File: config.mk
export PLATFORM = sky130hd
export DESIGN_NAME = axi_perf_sequencer
export DESIGN_NICKNAME = d
export VERILOG_FILES = /design/src/rtl/axi_perf_sequencer.sv
export SDC_FILE = /design/constraint.sdc
export NUM_CORES = 1
export LEC_CHECK = 0
export ABC_AREA = 1
export BUFFER_PORTS_ARGS = -buffer_cell sky130_fd_sc_hd__clkbuf_2
export CORE_UTILIZATION = 55
export DETAILED_ROUTE_END_ITERATION = 7
export PLACE_DENSITY = 0.85
export SYNTH_ARGS = -nofsm -noshare
export SYNTH_HDL_FRONTEND = slang
export SYNTH_SLANG_ARGS = --single-unit
File: constraint.sdc
create_clock -name clk -period 8.82 [get_ports clk]
set_input_delay 0.441 -clock clk [delete_from_list [all_inputs] [get_ports clk]]
set_output_delay 0.441 -clock clk [all_outputs]
set_load 0.05 [all_outputs]
File: src/rtl/axi_perf_sequencer.sv
// axi_perf_sequencer: issues programmed write/read burst sequences to an
// AXI traffic engine and counts the cycles spent in each phase.
module axi_perf_sequencer #(
    parameter int CNT_W     = 32,
    parameter int ADDR_W    = 32,
    parameter int NB_W      = 16,
    parameter int MAX_OUTST = 4,
    parameter int TIMEOUT   = 65535
) (
    input  logic              clk,
    input  logic              resetn,
    input  logic              start,
    input  logic              abort,
    input  logic [1:0]        mode,
    input  logic [ADDR_W-1:0] base_addr,
    input  logic [ADDR_W-1:0] addr_stride,
    input  logic [7:0]        burst_len,
    input  logic [NB_W-1:0]   n_bursts,
    output logic              req_valid,
    input  logic              req_ready,
    output logic              req_write,
    output logic [ADDR_W-1:0] req_addr,
    output logic [7:0]        req_len,
    input  logic              cmpl,
    output logic              busy,
    output logic              done,
    output logic [CNT_W-1:0]  wr_cycles,
    output logic [CNT_W-1:0]  rd_cycles,
    output logic              err_timeout,
    output logic              err_spurious
);

    localparam int OW = 4;
    localparam int TW = (TIMEOUT > 1) ? $clog2(TIMEOUT) : 1;

    typedef enum logic [2:0] {
        S_IDLE,
        S_WR_ISSUE,
        S_WR_DRAIN,
        S_RD_ISSUE,
        S_RD_DRAIN,
        S_FIN
    } state_t;

    state_t state_q, state_d;

    logic              wtr_q, wtr_d;
    logic [ADDR_W-1:0] base_q, base_d;
    logic [ADDR_W-1:0] stride_q, stride_d;
    logic [7:0]        len_q, len_d;
    logic [NB_W-1:0]   nb_q, nb_d;
    logic [NB_W-1:0]   issued_q, issued_d;
    logic [OW-1:0]     outst_q, outst_d;
    logic [ADDR_W-1:0] addr_q, addr_d;
    logic              aborted_q, aborted_d;
    logic [TW-1:0]     idle_q, idle_d;
    logic [CNT_W-1:0]  wr_cyc_q, wr_cyc_d;
    logic [CNT_W-1:0]  rd_cyc_q, rd_cyc_d;
    logic              err_to_q, err_to_d;
    logic              err_sp_q, err_sp_d;

    logic              hs;
    logic              cmpl_ok;
    logic              spur;
    logic              run_st;
    logic              in_wr;
    logic              in_rd;
    logic              to_hit;
    logic [NB_W-1:0]   issued_nx;

    assign in_wr     = (state_q == S_WR_ISSUE) || (state_q == S_WR_DRAIN);
    assign in_rd     = (state_q == S_RD_ISSUE) || (state_q == S_RD_DRAIN);
    assign run_st    = in_wr || in_rd;
    assign hs        = req_valid && req_ready;
    assign cmpl_ok   = cmpl && (outst_q != '0);
    assign spur      = cmpl && (outst_q == '0);
    assign issued_nx = issued_q + NB_W'(hs);
    assign to_hit    = run_st && (outst_q != '0) && !cmpl && !hs
                       && (idle_q == TW'(TIMEOUT - 1));

    // State register
    always_ff @(posedge clk or negedge resetn) begin
        if (!resetn) begin
            state_q <= S_IDLE;
        end else begin
            state_q <= state_d;
        end
    end

    // Next-state logic; a phase with zero bursts ends the run at once
    always_comb begin
        state_d = state_q;
        unique case (state_q)
            S_IDLE: begin
                if (start) begin
                    state_d = (mode == 2'b01) ? S_RD_ISSUE : S_WR_ISSUE;
                end
            end
            S_WR_ISSUE: begin
                if (nb_q == '0) begin
                    state_d = S_FIN;
                end else if (issued_nx == nb_q || abort) begin
                    state_d = S_WR_DRAIN;
                end
            end
            S_WR_DRAIN: begin
                if (outst_q == '0) begin
                    state_d = (wtr_q && !aborted_q && !abort)
                              ? S_RD_ISSUE : S_FIN;
                end
            end
            S_RD_ISSUE: begin
                if (nb_q == '0) begin
                    state_d = S_FIN;
                end else if (issued_nx == nb_q || abort) begin
                    state_d = S_RD_DRAIN;
                end
            end
            S_RD_DRAIN: begin
                if (outst_q == '0) begin
                    state_d = S_FIN;
                end
            end
            S_FIN:   state_d = S_IDLE;
            default: state_d = S_IDLE;
        endcase
        if (to_hit) begin
            state_d = S_FIN;
        end
    end

    // Outputs decoded from the current state
    always_comb begin
        req_valid = 1'b0;
        req_write = 1'b0;
        busy      = 1'b0;
        done      = 1'b0;
        unique case (state_q)
            S_WR_ISSUE: begin
                busy      = 1'b1;
                req_write = 1'b1;
                req_valid = (issued_q < nb_q)
                            && (outst_q < OW'(MAX_OUTST));
            end
            S_WR_DRAIN: begin
                busy      = 1'b1;
                req_write = 1'b1;
            end
            S_RD_ISSUE: begin
                busy      = 1'b1;
                req_valid = (issued_q < nb_q)
                            && (outst_q < OW'(MAX_OUTST));
            end
            S_RD_DRAIN: busy = 1'b1;
            S_FIN:      done = 1'b1;
            default:    ;
        endcase
    end

    // Datapath next-state: config latch, issue/outstanding tracking, counters
    always_comb begin
        wtr_d     = wtr_q;
        base_d    = base_q;
        stride_d  = stride_q;
        len_d     = len_q;
        nb_d      = nb_q;
        issued_d  = issued_q;
        outst_d   = outst_q;
        addr_d    = addr_q;
        aborted_d = aborted_q;
        idle_d    = idle_q;
        wr_cyc_d  = wr_cyc_q;
        rd_cyc_d  = rd_cyc_q;
        err_to_d  = err_to_q;
        err_sp_d  = err_sp_q;
        if (state_q == S_IDLE && start) begin
            wtr_d     = mode[1];
            base_d    = base_addr;
            stride_d  = addr_stride;
            len_d     = burst_len;
            nb_d      = n_bursts;
            issued_d  = '0;
            outst_d   = '0;
            addr_d    = base_addr;
            aborted_d = 1'b0;
            idle_d    = '0;
            wr_cyc_d  = '0;
            rd_cyc_d  = '0;
            err_to_d  = 1'b0;
            err_sp_d  = 1'b0;
        end else begin
            if (hs) begin
                issued_d = issued_nx;
                addr_d   = addr_q + stride_q;
            end
            if (state_q == S_WR_DRAIN && state_d == S_RD_ISSUE) begin
                issued_d = '0;
                addr_d   = base_q;
            end
            if (abort && run_st) begin
                aborted_d = 1'b1;
            end
            outst_d = outst_q + OW'(hs) - OW'(cmpl_ok);
            if (hs || cmpl) begin
                idle_d = '0;
            end else if (outst_q != '0) begin
                idle_d = idle_q + TW'(1);
            end else begin
                idle_d = '0;
            end
            if (in_wr && nb_q != '0 && wr_cyc_q != '1) begin
                wr_cyc_d = wr_cyc_q + CNT_W'(1);
            end
            if (in_rd && nb_q != '0 && rd_cyc_q != '1) begin
                rd_cyc_d = rd_cyc_q + CNT_W'(1);
            end
            if (spur) begin
                err_sp_d = 1'b1;
            end
            if (to_hit) begin
                err_to_d = 1'b1;
                outst_d  = '0;
                idle_d   = '0;
            end
        end
    end

    // Datapath registers
    always_ff @(posedge clk or negedge resetn) begin
        if (!resetn) begin
            wtr_q     <= 1'b0;
            base_q    <= '0;
            stride_q  <= '0;
            len_q     <= '0;
            nb_q      <= '0;
            issued_q  <= '0;
            outst_q   <= '0;
            addr_q    <= '0;
            aborted_q <= 1'b0;
            idle_q    <= '0;
            wr_cyc_q  <= '0;
            rd_cyc_q  <= '0;
            err_to_q  <= 1'b0;
            err_sp_q  <= 1'b0;
        end else begin
            wtr_q     <= wtr_d;
            base_q    <= base_d;
            stride_q  <= stride_d;
            len_q     <= len_d;
            nb_q      <= nb_d;
            issued_q  <= issued_d;
            outst_q   <= outst_d;
            addr_q    <= addr_d;
            aborted_q <= aborted_d;
            idle_q    <= idle_d;
            wr_cyc_q  <= wr_cyc_d;
            rd_cyc_q  <= rd_cyc_d;
            err_to_q  <= err_to_d;
            err_sp_q  <= err_sp_d;
        end
    end

    assign req_addr     = addr_q;
    assign req_len      = len_q;
    assign wr_cycles    = wr_cyc_q;
    assign rd_cycles    = rd_cyc_q;
    assign err_timeout  = err_to_q;
    assign err_spurious = err_sp_q;

endmodule

==> flow_summary.json <==
{
  "cts_buffer_depth": 3,
  "end_kind": "register",
  "ioPinCount": 206,
  "crit_top_cell": "nand2_1",
  "max_stage_delay_ns": 0.69,
  "required_ns": 9.28,
  "dr_total_vias": 13500,
  "run_status": "complete, but fails checks",
  "synthTopCellsByCount": "nand2_1, dfrtp_1, inv_1, nor2_1, nand3_1",
  "setup-tns-final_ns": 0,
  "period_share_pct": 67.9,
  "synthTopCellsByArea": "dfrtp_1, nand2_1, ha_1",
  "row_count": 57,
  "ff2ff_path_depth": 32,
  "multi_input_area_sq_um": 7070,
  "switching_share_pct": 48.5,
  "postRouteAntennaNets": 0,
  "cts.reportedPaths.clkPinSlew_ns": 0.07,
  "drt-vias-per-instance": 5.62,
  "fin_area_sq_um": 15800,
  "seqCellArea_sq_um": 5680,
  "synth_area_sq_um": 13700,
  "antenna_found_initial": 3,
  "cts_tree": "built",
  "crit_fanout": 65,
  "routed_wl_mm": 39.4,
  "p_int_w": 0.00295,
  "rsz0062_at_grt": "no",
  "synth-edff-count": 0,
  "period_minus_slack_ns": 5.99,
  "grt_pass1_wl_mm": 64.0,
  "first_pass_iters": 5,
  "ys_warn_count": 0,
  "clkPwrFrac_pct": 19.6,
  "slew_headroom_pct": 38.2,
  "cp.arrival_ns": 6.45,
  "dp_hpwl_mm": 28.6,
  "cts_root_buf": "clkbuf_16",
  "synth_cells": 1877,
  "critPathKind": "register to register",
  "post_cts_buffers": 0,
  "critPathTopFamily": "buffers and inverters",
  "layout_setup_ws_ns": 2.83,
  "dpl_cell_area_sq_um": 14900,
  "dieArea_sq_um": 25500,
  "critPathBufInv": 6,
  "hold_class": "input port to asynchronous set/reset pin",
  "maxCapViolCount": 0,
  "synth-main-ff-cell": "dfrtp_1",
  "syn2layout_area_growth_pct": 15.7,
  "post_drt_wl_per_cell_microns": 16.3,
  "cellPowerDensity_nw_per_um2": 362,
  "synth_area_leader_cell": "dfrtp_1",
  "ir_worst_vdd_uv": 350,
  "p_comb_share_pct": 52.0,
  "fp.dieH_microns": 160,
  "htreeDepth": 1,
  "port_buffers": 205,
  "synth-seq-area-share_pct": 41.5,
  "power.switching_w": 0.00278,
  "numCtsBuffers": 25,
  "grt_pass1_vias": 12900,
  "place_congestion": 0.980,
  "final_hold_viol_count": 9,
  "slew_violations": 0,
  "syn_nets": 2032,
  "async_reset_ff_share_pct": 100,
  "nets": 2220,
  "drc": 0,
  "p_leak_nw": 8.17,
  "drt-initial-drc-count": 1268,
  "path_depth": 32,
  "gr-usage-all-layers_pct": 30.7,
  "grt_max_degree": 120,
  "clkSinkCount": 227,
  "drive_above_1_share_pct": 13.3,
  "fmaxAchievable_mhz": 167,
  "yosys.area.top_type_share_pct": 41.5,
  "fin_skew_ns": 0.0153,
  "tightest_slew_ns": 0.928,
  "coreArea_sq_um": 24400,
  "clock_latency_ns": 0.54,
  "postSynthAreaPerCell_sq_um": 7.29,
  "cp_slowest_cell": "inv_1",
  "synthDistinctLibCells": 43,
  "violations": "negative hold slack",
  "postCtsResizedCells": 0,
  "chipWidth_microns": 160,
  "place_ws_ns": 2.90,
  "grt.overflow.total": 0,
  "fin_hold_ws_ns": -0.0377,
  "initial_core_util_pct": 56.1,
  "yosysMostFrequentCell": "nand2_1",
  "fillerInstances": 2153,
  "power_frac_seq_pct": 28.3,
  "cp-start-kind": "register",
  "setup_viol": 0,
  "ctsHoldBuffers": 0,
  "synth-seq-cells": 227
}
[flip-flops by register name, summed over array words and instances, names as in the netlist]
| name | flops |
|---|---|
| rd_cycles | 32 |
| wtr_q | 1 |
| issued_q | 16 |
| err_spurious | 1 |
| aborted_q | 1 |
| base_q | 32 |
| outst_q | 4 |
| state_q | 3 |
| nb_q | 16 |
| err_timeout | 1 |
| req_addr | 32 |
| idle_q | 16 |
| req_len | 8 |
| stride_q | 32 |
| wr_cycles | 32 |
[logic make-up (layout without fill, tap and decap cells)]
logic type                 count (synthesis)  count (layout)  synth area share [%]
AOI/OAI and AO/OA                        233             233                  9.42
xor gates and xnor gates                  59              59                  3.77
adders and majority gates                 59              59                  5.50
buffers and inverters                    235             441                  6.94
DFF                                      227             227                  41.5
other                                      0               3                     0
and+or+nand+nor                         1064            1064                  32.9
[layout by cell type (no fill, tap or decap), types with 9 or more instances in the layout]
cell,instances
a21oi_1,87
clkbuf_16,25
clkbuf_2,204
dfrtp_1,227
ha_1,57
inv_1,182
nand2_1,648
nand3_1,108
nand4_1,50
nor2_1,162
nor3_1,46
nor4_1,18
o21ai_0,92
o22ai_1,9
xnor2_1,15
xor2_1,44
[metrics by stage]
step / total power (W) / cells / utilization, % / hold slack (ns)
3_3_place_gp: 0.00448 / 2362 / 61.3 / 0.458
4_1_cts: 0.00572 / 2407 / 64.9 / 0.0296
6_report: 0.00574 / 2410 / 64.9 / -0.0377
2_1_floorplan: 0.00381 / 1877 / - / 0.145
3_5_place_dp: 0.00456 / 2362 / 61.3 / 0.462
5_1_grt: 0.00615 / 2410 / 64.9 / 0.0548
[final timing paths]
kind	startpoint	to	slack, ns
worst min register to register	base_q[10]	base_q[10]	0.48
worst max register to register	nb_q[9]	req_addr[6]	2.83
max in group asynchronous	resetn	req_addr[16]	7.48
min in group clk	addr_stride[31]	stride_q[31]	0.10
worst max-delay path	nb_q[9]	req_addr[6]	2.83
worst min-delay path	resetn	wr_cycles[6]	-0.04
[power by group through the flow]
stage                     clock, W  combinational, W  sequential (W)
after floorplan                  0           0.00186         0.00195
after global routing       0.00119           0.00331         0.00165
after global placement           0           0.00286         0.00162
after CTS                  0.00114           0.00296         0.00162
final                      0.00113           0.00299         0.00162
after detailed placement         0           0.00294         0.00162
[cell type report]
type / instances / area share, %
Tap cell: 324 / 2.56
Clock buffer: 34 / 4.54
Sequential cell: 227 / 35.9
Clock inverter: 11 / 1.07
Antenna cell: 3 / 0.0474
Multi-Input combinational cell: 1415 / 44.7
Timing Repair Buffer: 212 / 6.87
Inverter: 184 / 4.38
[metal layers]
metal  vias to the layer above  wire length (microns)  GRT usage [%]
met5                         -                      0              0
li1                       6515                      -              -
met1                      6324                  17000           42.9
met2                       616                  17800           48.4
met4                         0                   1170           10.3
met3                        92                   3310           5.66
No activity file was read; power rests on OpenSTA's default activity.
